File: src/rtl/matvec_host_ctrl.sv
`default_nettype none
// +--------------------------------------------------------------------------+
// | Module      : matvec_host_ctrl                                           |
// | Description : Host-side controller for the matrix_mult engine. Loads    |
// |               A (DIMxDIM, row-major) then B (DIM) from a byte stream,   |
// |               issues clr/start, waits for the done edge, then streams   |
// |               the DIM results out over a valid/ready port.              |
// | Options     : define MVH_TIMEOUT_EN to enable the WAIT-state watchdog   |
// |               (sticky err, abort to CLR after TIMEOUT_CYC cycles).      |
// | Revision    : 1.0 - initial release                                     |
// +--------------------------------------------------------------------------+
module matvec_host_ctrl #(
   parameter int DATA_W      = 8,
   parameter int DIM         = 8,
   parameter int ACC_W       = 24,
   parameter int TIMEOUT_CYC = 1024
) (
   input  logic              clk,
   input  logic              rst,
   input  logic [DATA_W-1:0] in_data,
   input  logic              in_valid,
   output logic              in_ready,
   output logic [ACC_W-1:0]  out_data,
   output logic              out_valid,
   input  logic              out_ready,
   output logic              out_last,
   output logic              mm_clr,
   output logic              mm_start,
   output logic [DATA_W-1:0] mm_a_data [DIM][DIM],
   output logic [DATA_W-1:0] mm_b_data [DIM],
   input  logic [ACC_W-1:0]  mm_c_out  [DIM],
   input  logic              mm_done,
   output logic              busy,
   output logic              err
);

   localparam int N_BYTES = DIM * DIM + DIM;
   localparam int IDX_W   = $clog2(N_BYTES);
   localparam int K_W     = (DIM > 1) ? $clog2(DIM) : 1;

   localparam logic [IDX_W-1:0] c_LAST_IDX = IDX_W'(N_BYTES - 1);
   localparam logic [K_W-1:0]   c_LAST_K   = K_W'(DIM - 1);

   typedef enum logic [2:0] {
      S_CLR   = 3'd0,
      S_LOAD  = 3'd1,
      S_START = 3'd2,
      S_WAIT  = 3'd3,
      S_DRAIN = 3'd4
   } state_t;

   state_t             r_state;
   state_t             w_state_nxt;
   logic [IDX_W-1:0]   r_idx;
   logic [K_W-1:0]     r_k;
   logic               r_done_q;
   logic [DATA_W-1:0]  r_a   [DIM][DIM];
   logic [DATA_W-1:0]  r_b   [DIM];
   logic [ACC_W-1:0]   r_res [DIM];

   logic               w_accept;
   logic               w_out_fire;
   logic               w_done_edge;
   logic               w_capture;
   logic               w_timeout;

   assign w_accept    = in_valid && in_ready;
   assign w_out_fire  = out_valid && out_ready;
   // Only a fresh rising edge counts: a done level left over from a prior run is ignored.
   assign w_done_edge = mm_done && !r_done_q;
   assign w_capture   = (r_state == S_WAIT) && w_done_edge;

   assign mm_a_data = r_a;
   assign mm_b_data = r_b;
   assign out_data  = r_res[r_k];
   assign out_last  = out_valid && (r_k == c_LAST_K);

   // State register; reset parks the controller in CLR so mm_clr is asserted during reset.
   always_ff @(posedge clk or posedge rst) begin
      if (rst) begin
         r_state <= S_CLR;
      end else begin
         r_state <= w_state_nxt;
      end
   end

   // Next-state and handshake/strobe outputs, all decoded from the current state.
   always_comb begin
      w_state_nxt = r_state;
      mm_clr      = 1'b0;
      mm_start    = 1'b0;
      in_ready    = 1'b0;
      out_valid   = 1'b0;
      busy        = 1'b0;
      case (r_state)
         S_CLR: begin
            mm_clr      = 1'b1;
            w_state_nxt = S_LOAD;
         end
         S_LOAD: begin
            in_ready = 1'b1;
            if (in_valid && (r_idx == c_LAST_IDX)) begin
               w_state_nxt = S_START;
            end
         end
         S_START: begin
            mm_start    = 1'b1;
            busy        = 1'b1;
            w_state_nxt = S_WAIT;
         end
         S_WAIT: begin
            busy = 1'b1;
            if (w_done_edge) begin
               w_state_nxt = S_DRAIN;
            end else if (w_timeout) begin
               w_state_nxt = S_CLR;
            end
         end
         S_DRAIN: begin
            busy      = 1'b1;
            out_valid = 1'b1;
            if (out_ready && (r_k == c_LAST_K)) begin
               w_state_nxt = S_CLR;
            end
         end
         default: begin
            w_state_nxt = S_CLR;
         end
      endcase
   end

   // Byte index and result index counters; both wrap to 0 on their final beat.
   always_ff @(posedge clk or posedge rst) begin
      if (rst) begin
         r_idx    <= '0;
         r_k      <= '0;
         r_done_q <= 1'b0;
      end else begin
         r_done_q <= mm_done;
         if (w_accept) begin
            r_idx <= (r_idx == c_LAST_IDX) ? '0 : r_idx + 1'b1;
         end
         if (w_out_fire) begin
            r_k <= (r_k == c_LAST_K) ? '0 : r_k + 1'b1;
         end
      end
   end

   // Operand capture: bytes 0..DIM*DIM-1 fill A row-major, the remainder fill B.
   always_ff @(posedge clk or posedge rst) begin
      if (rst) begin
         for (int r = 0; r < DIM; r++) begin
            for (int c = 0; c < DIM; c++) begin
               r_a[r][c] <= '0;
            end
            r_b[r] <= '0;
         end
      end else if (w_accept) begin
         for (int r = 0; r < DIM; r++) begin
            for (int c = 0; c < DIM; c++) begin
               if (r_idx == IDX_W'(r * DIM + c)) begin
                  r_a[r][c] <= in_data;
               end
            end
            if (r_idx == IDX_W'(DIM * DIM + r)) begin
               r_b[r] <= in_data;
            end
         end
      end
   end

   // Result capture on the done edge; held until the next capture or reset.
   always_ff @(posedge clk or posedge rst) begin
      if (rst) begin
         for (int i = 0; i < DIM; i++) begin
            r_res[i] <= '0;
         end
      end else if (w_capture) begin
         for (int i = 0; i < DIM; i++) begin
            r_res[i] <= mm_c_out[i];
         end
      end
   end

`ifdef MVH_TIMEOUT_EN
   localparam int CNT_W = $clog2(TIMEOUT_CYC + 1);
   localparam logic [CNT_W-1:0] c_CNT_LAST = CNT_W'(TIMEOUT_CYC - 1);

   logic [CNT_W-1:0] r_wait_cnt;
   logic             r_err;

   // Watchdog fires on the TIMEOUT_CYC-th WAIT cycle without a done edge.
   assign w_timeout = (r_state == S_WAIT) && !w_done_edge && (r_wait_cnt == c_CNT_LAST);
   assign err       = r_err;

   // WAIT-cycle counter, cleared in START so it restarts on every WAIT entry; err is sticky.
   always_ff @(posedge clk or posedge rst) begin
      if (rst) begin
         r_wait_cnt <= '0;
         r_err      <= 1'b0;
      end else begin
         if (r_state == S_START) begin
            r_wait_cnt <= '0;
         end else if (r_state == S_WAIT) begin
            r_wait_cnt <= r_wait_cnt + 1'b1;
         end
         if (w_timeout) begin
            r_err <= 1'b1;
         end
      end
   end
`else
   assign w_timeout = 1'b0;
   assign err       = 1'b0;
`endif

endmodule
`default_nettype wire

File: config.mk
export PLATFORM = sky130hd
export DESIGN_NAME = matvec_host_ctrl
export DESIGN_NICKNAME = d
export VERILOG_FILES = /design/src/rtl/matvec_host_ctrl.sv
export SDC_FILE = /design/constraint.sdc
export NUM_CORES = 1
export LEC_CHECK = 0
export ABC_AREA = 1
export CORE_AREA = 2 2 313 315
export DETAILED_ROUTE_END_ITERATION = 16
export DIE_AREA = 0 0 315 317
export PLACE_DENSITY = 0.63
export SYNTH_ARGS = -nofsm -noshare
export SYNTH_HDL_FRONTEND = slang
export SYNTH_SLANG_ARGS = --single-unit
File: constraint.sdc
create_clock -name clk -period 28.5 [get_ports clk]
set_input_delay 5.7 -clock clk [delete_from_list [all_inputs] [get_ports clk]]
set_output_delay 5.7 -clock clk [all_outputs]
set_load 0.01 [all_outputs]
After elaboration in Yosys (flattened, before gate mapping)
Index checks and enable logic that the tools add are counted.
{ "word_totals": {"wordCells": 265, "regBits": 782, "inputBits": 205} }
{ "classes": {"reduce_logical": 84, "add_sub_neg": 2, "muxes": 14, "order_cmp": 1, "bitwise": 1, "n_eq_ne": 79} }
{ "op_table": {"columns": ["operator", "n"], "rows": [
  ["equality test 7 x 6 -> 1 bit (second input constant)", 32],
  ["AND reduction 2 bit", 72],
  ["equality test 7 x 5 -> 1 bit (second input constant)", 16],
  ["binary-select mux 24 bit (select 3 bit)", 1],
  ["equality test 7 x 4 -> 1 bit (second input constant)", 8],
  ["equality test 7 bit (second input constant)", 8],
  ["2-to-1 mux 24 bit", 2],
  ["equality test 7 x 3 -> 1 bit (second input constant)", 4],
  ["case mux 3 bit (5 select lines)", 1],
  ["equality test 7 x 2 -> 1 bit (second input constant)", 2],
  ["2-to-1 mux 3 bit", 4],
  ["adder 7 x 1 -> 7 bit (second input constant)", 1],
  ["equality test 7 x 1 -> 1 bit (second input constant)", 1],
  ["logical AND 1 bit", 7],
  ["zero test 7 bit", 1],
  ["2-to-1 mux 7 bit", 1],
  ["equality test 3 x 2 -> 1 bit (second input constant)", 2],
  ["equality test 3 bit (second input constant)", 2],
  ["!= test 2 bit (second input constant)", 3],
  ["2-to-1 mux 1 bit", 5],
  ["greater-or-equal comparator 4 bit (second input constant)", 1],
  ["NOT 3 -> 4 bit", 1],
  ["adder 3 x 1 -> 3 bit (second input constant)", 1],
  ["equality test 3 x 1 -> 1 bit (second input constant)", 1],
  ["4 further kinds", 4]
]} }

Logic depth before layout (Yosys ltp)
{ "logic_depth": {"ltp_word": 4, "depth_mapped": 9, "depth_no_buf": 9} }

Worst setup path after synthesis
OpenSTA, ideal clock, no wires.
{ "synth_timing": {"path_kind": "register to output", "startpoint": "register r_k[0]", "endpoint": "output port out_data[10]", "stages_incl_launch_ff": 9, "setup_slack_ns": 21.363, "arrival_time_ns": 1.437, "cell_sequence": "dfrtp_1 clkbuf_1 clkinv_1 buf_2 clkbuf_1 nor2_1 o22ai_1 nand2_1 nand2_1"} }
{ "synth_between": {"elab_chain_cells": 4} }
{ "synth_lines": {"columns": ["element", "line_no", "source"], "rows": [
  ["from (decl)", "55", "logic [K_W-1:0] r_k;"],
  ["from (signal assigned)", "144", "r_k <= (r_k == c_LAST_K) ? '0 : r_k + 1'b1;"],
  ["NOT 3 -> 4 bit (not written as such)", "75", "assign out_data = r_res[r_k];"],
  ["binary-select mux 24 bit (select 3 bit)", "75", null],
  ["2-to-1 mux 24 bit (not written as such) (2 in a row)", "75", null],
  ["to (decl)", "23", "output logic [ACC_W-1:0] out_data,"]
]} }
Every way passes these cells. The select of a mux whose other input is x is not followed.

Worst setup path in the final report
{ "layout_timing": {"startpoint": "register r_k[0]", "endpoint": "output port out_data[14]"} }
Same word-level chain as after synthesis.

==> qor.csv <==
metric,value,unit
port_buffers,810,
pwr-share-comb,34.9,%
avgSynthCellArea,8.76,sq um
finalSetupTns,0,ns
syn_to_final_growth,37.5,%
worst_slew_pin_slew,1.16,ns
syn_area,32100,sq um
die_h,317,um
grt_overflow,0,
fillCellCount,9257,
worstSetupPathType,flop to output pin,
p_sw,1520,uW
drt_iter0_markers,2335,
core,96300,sq um
antenna_found_initial,13,
hold_class,flop to flop,
cts.sinks,782,
post-dp-hpwl,83300,um
seqPwrFrac,38.7,%
cts_hold_buf,0,
std_cell_rows,114,
setup_viol,0,
internal-power,2740,uW
status,finished clean,
h-tree-depth,3,
die_w,315,um
insertion_delay,0.66,ns
post_cts_resized,0,
synth_cell_types,32,
fmaxAchievable,0.110,GHz
final_area,44100,sq um
grt_max_degree,138,
r2r-start,r_k[1],
slew-limit-headroom,22.8,%
cts_root_buffer,clkbuf_16,
grt_pass1_wl,174000,um
r2r.worst_path.cells,9,
finalCriticalPeriod,9.07,ns
clk_pin_slew_worst_paths,0.06,ns
drv_cap,0,
final_cell_mix,"nand2_1 (1592), clkdlybuf4s50_1 (802), dfrtp_1 (781)",
reg2reg_to,r_res[172],
vias,27449,
rsz0062_at_grt,no,
synth_nets,3874,
drc,0,
fin_util,45.8,%
critical_path.startpoint_type,flop,
final_common_cell,nand2_1,
cp.required,22.80,ns
yosysSeqAreaShare,61.0,%
start_util,33.3,%
ys_warn_count,0,
cp_max_fo,62,
gp_congestion,0.846,
routed_wl,120000,um
dpl-instance-area,41300,sq um
yosysTopAreaCell,dfrtp_1,
pwr-share-clk,26.4,%
cp.arrival,3.37,ns
final_antenna_net_count,0,
dr.pass1.iters,6,
post_cts_buffers,0,
worstHoldEndpoint,mm_a_data[343],
wl_per_cell,20.8,um
fp.dieArea,99900,sq um
vdd_drop_max,0.0548,mV
synthCells,3663,
period_share,31.8,%
fin_worst_skew,0.0267,ns
switching_share,35.7,%
hold_depth,2,
synthTopCellsByArea,"dfrtp_1 (61%), nand2_1 (19%), o21ai_0 (7.0%), inv_1 (2.6%), o21ai_1 (1.7%)",
drive_gt1_share,7.03,%
powerDensity,96.4,nW/um^2
ioPinCount,812,
fin_nets,4626,
cp-end-kind,output pin,
power,4260,uW
yosysTopAreaCellShare,61.0,%
rrSetupSlack,24.68,ns
tritoncts,yes,
drt-vias-per-instance,4.76,
min_from,mm_a_data[343],
timing.final.hold_violations,0,
drv_slew,0,
clk_path_buf_depth,3,
power.leakage,0.0219,uW
ys_ff_latch,782,
cts_made_buffers,86,
grt_use_total,23.3,%
grt_pass1_vias,26398,
-- state kept, by name, summed over array words and instances, names as in the netlist --
name,flops
mm_a_data,512
mm_b_data,64
r_done_q,1
r_idx,7
r_k,3
r_res,192
r_state,3
-- synth_stat cells --
cell type and instances:
a31oi_1 1, buf_1 2, buf_2 39, buf_4 14, buf_6 1, clkbuf_1 129
clkinv_1 1, conb_1 1, dfrtp_1 782, ha_1 6, inv_1 225, inv_2 13
inv_4 1, nand2_1 1593, nand2_2 35, nand2_4 4, nand3_1 10, nand3_2 7
nand3_4 2, nand3b_1 1, nand4_1 2, nor2_1 124, nor2_2 17, nor2_4 3
nor2_8 1, nor3_1 1, nor3_2 10, nor3_4 29, o21ai_0 450, o21ai_1 109
o22ai_1 48, xor2_1 2
-- how the worst max path moves through the flow --
stage                                end   start  slack [ns]
after CTS                   out_data[14]  r_k[0]       19.41
after floorplan             mm_a_data[0]     rst        0.84
after detailed placement   mm_a_data[28]     rst       19.69
after global routing        out_data[14]  r_k[0]       19.25
final                       out_data[14]  r_k[0]       19.43
after global placement    mm_a_data[152]     rst       19.69
-- routing by layer --
metal,routed length (um),track usage [%],part of all wire (%)
met1,48600,29.1,40
met2,57700,38.8,48
met3,8910,5.51,7.4
met4,4760,9.88,4.0
met5,36,0,0.030
-- through the flow --
stage | hold slack, ns | setup slack (ns) | instances
floorplan | 0.448 | 0.845 | 3663
global placement | 0.461 | 19.69 | 5603
detailed placement | 0.464 | 19.69 | 5603
CTS | 0.481 | 19.41 | 5755
global route | 0.492 | 19.25 | 5763
finish | 0.477 | 19.43 | 5764
-- worst max-delay path: stages (launching register included) --
cell	delay (ns)
dfrtp_2	0.42
inv_2	0.47
buf_4	0.63
o21ai_0	0.20
o22ai_1	0.16
nand2_1	0.14
nand2_1	0.11
clkdlybuf4s50_1	0.55
-- power groups by stage --
| stage | clock [uW] | sequential (uW) | combinational, uW |
|---|---|---|---|
| floorplan | 0 | 1690 | 671 |
| global placement | 0 | 1660 | 1470 |
| detailed placement | 0 | 1660 | 1500 |
| CTS | 1150 | 1640 | 1500 |
| global route | 1190 | 1680 | 1630 |
| finish | 1120 | 1640 | 1490 |
-- layout make-up --
type                            instances  area (sq um)  share of cell area, %
Sequential cell                       782         19600                   44.3
Multi-Input combinational cell       2456         10800                   24.6
Timing Repair Buffer                  849          8360                   18.9
Clock buffer                          122          2570                   5.83
Tap cell                             1276          1600                   3.62
Inverter                              240           911                   2.06
Clock inverter                         30           267                  0.604
Antenna cell                            9          22.5                 0.0510
-- cell families after synthesis --
family                     Yosys count  synth area share, %
and+or+nand+nor                   1839                 23.7
other                                1               0.0117
xor gates and xnor gates             2               0.0546
adders and majority gates            6                0.234
AOI/OAI and AO/OA                  608                 9.67
buffers and inverters              425                 5.32
DFF                                782                 61.0
(Power assumes the default switching activity.)
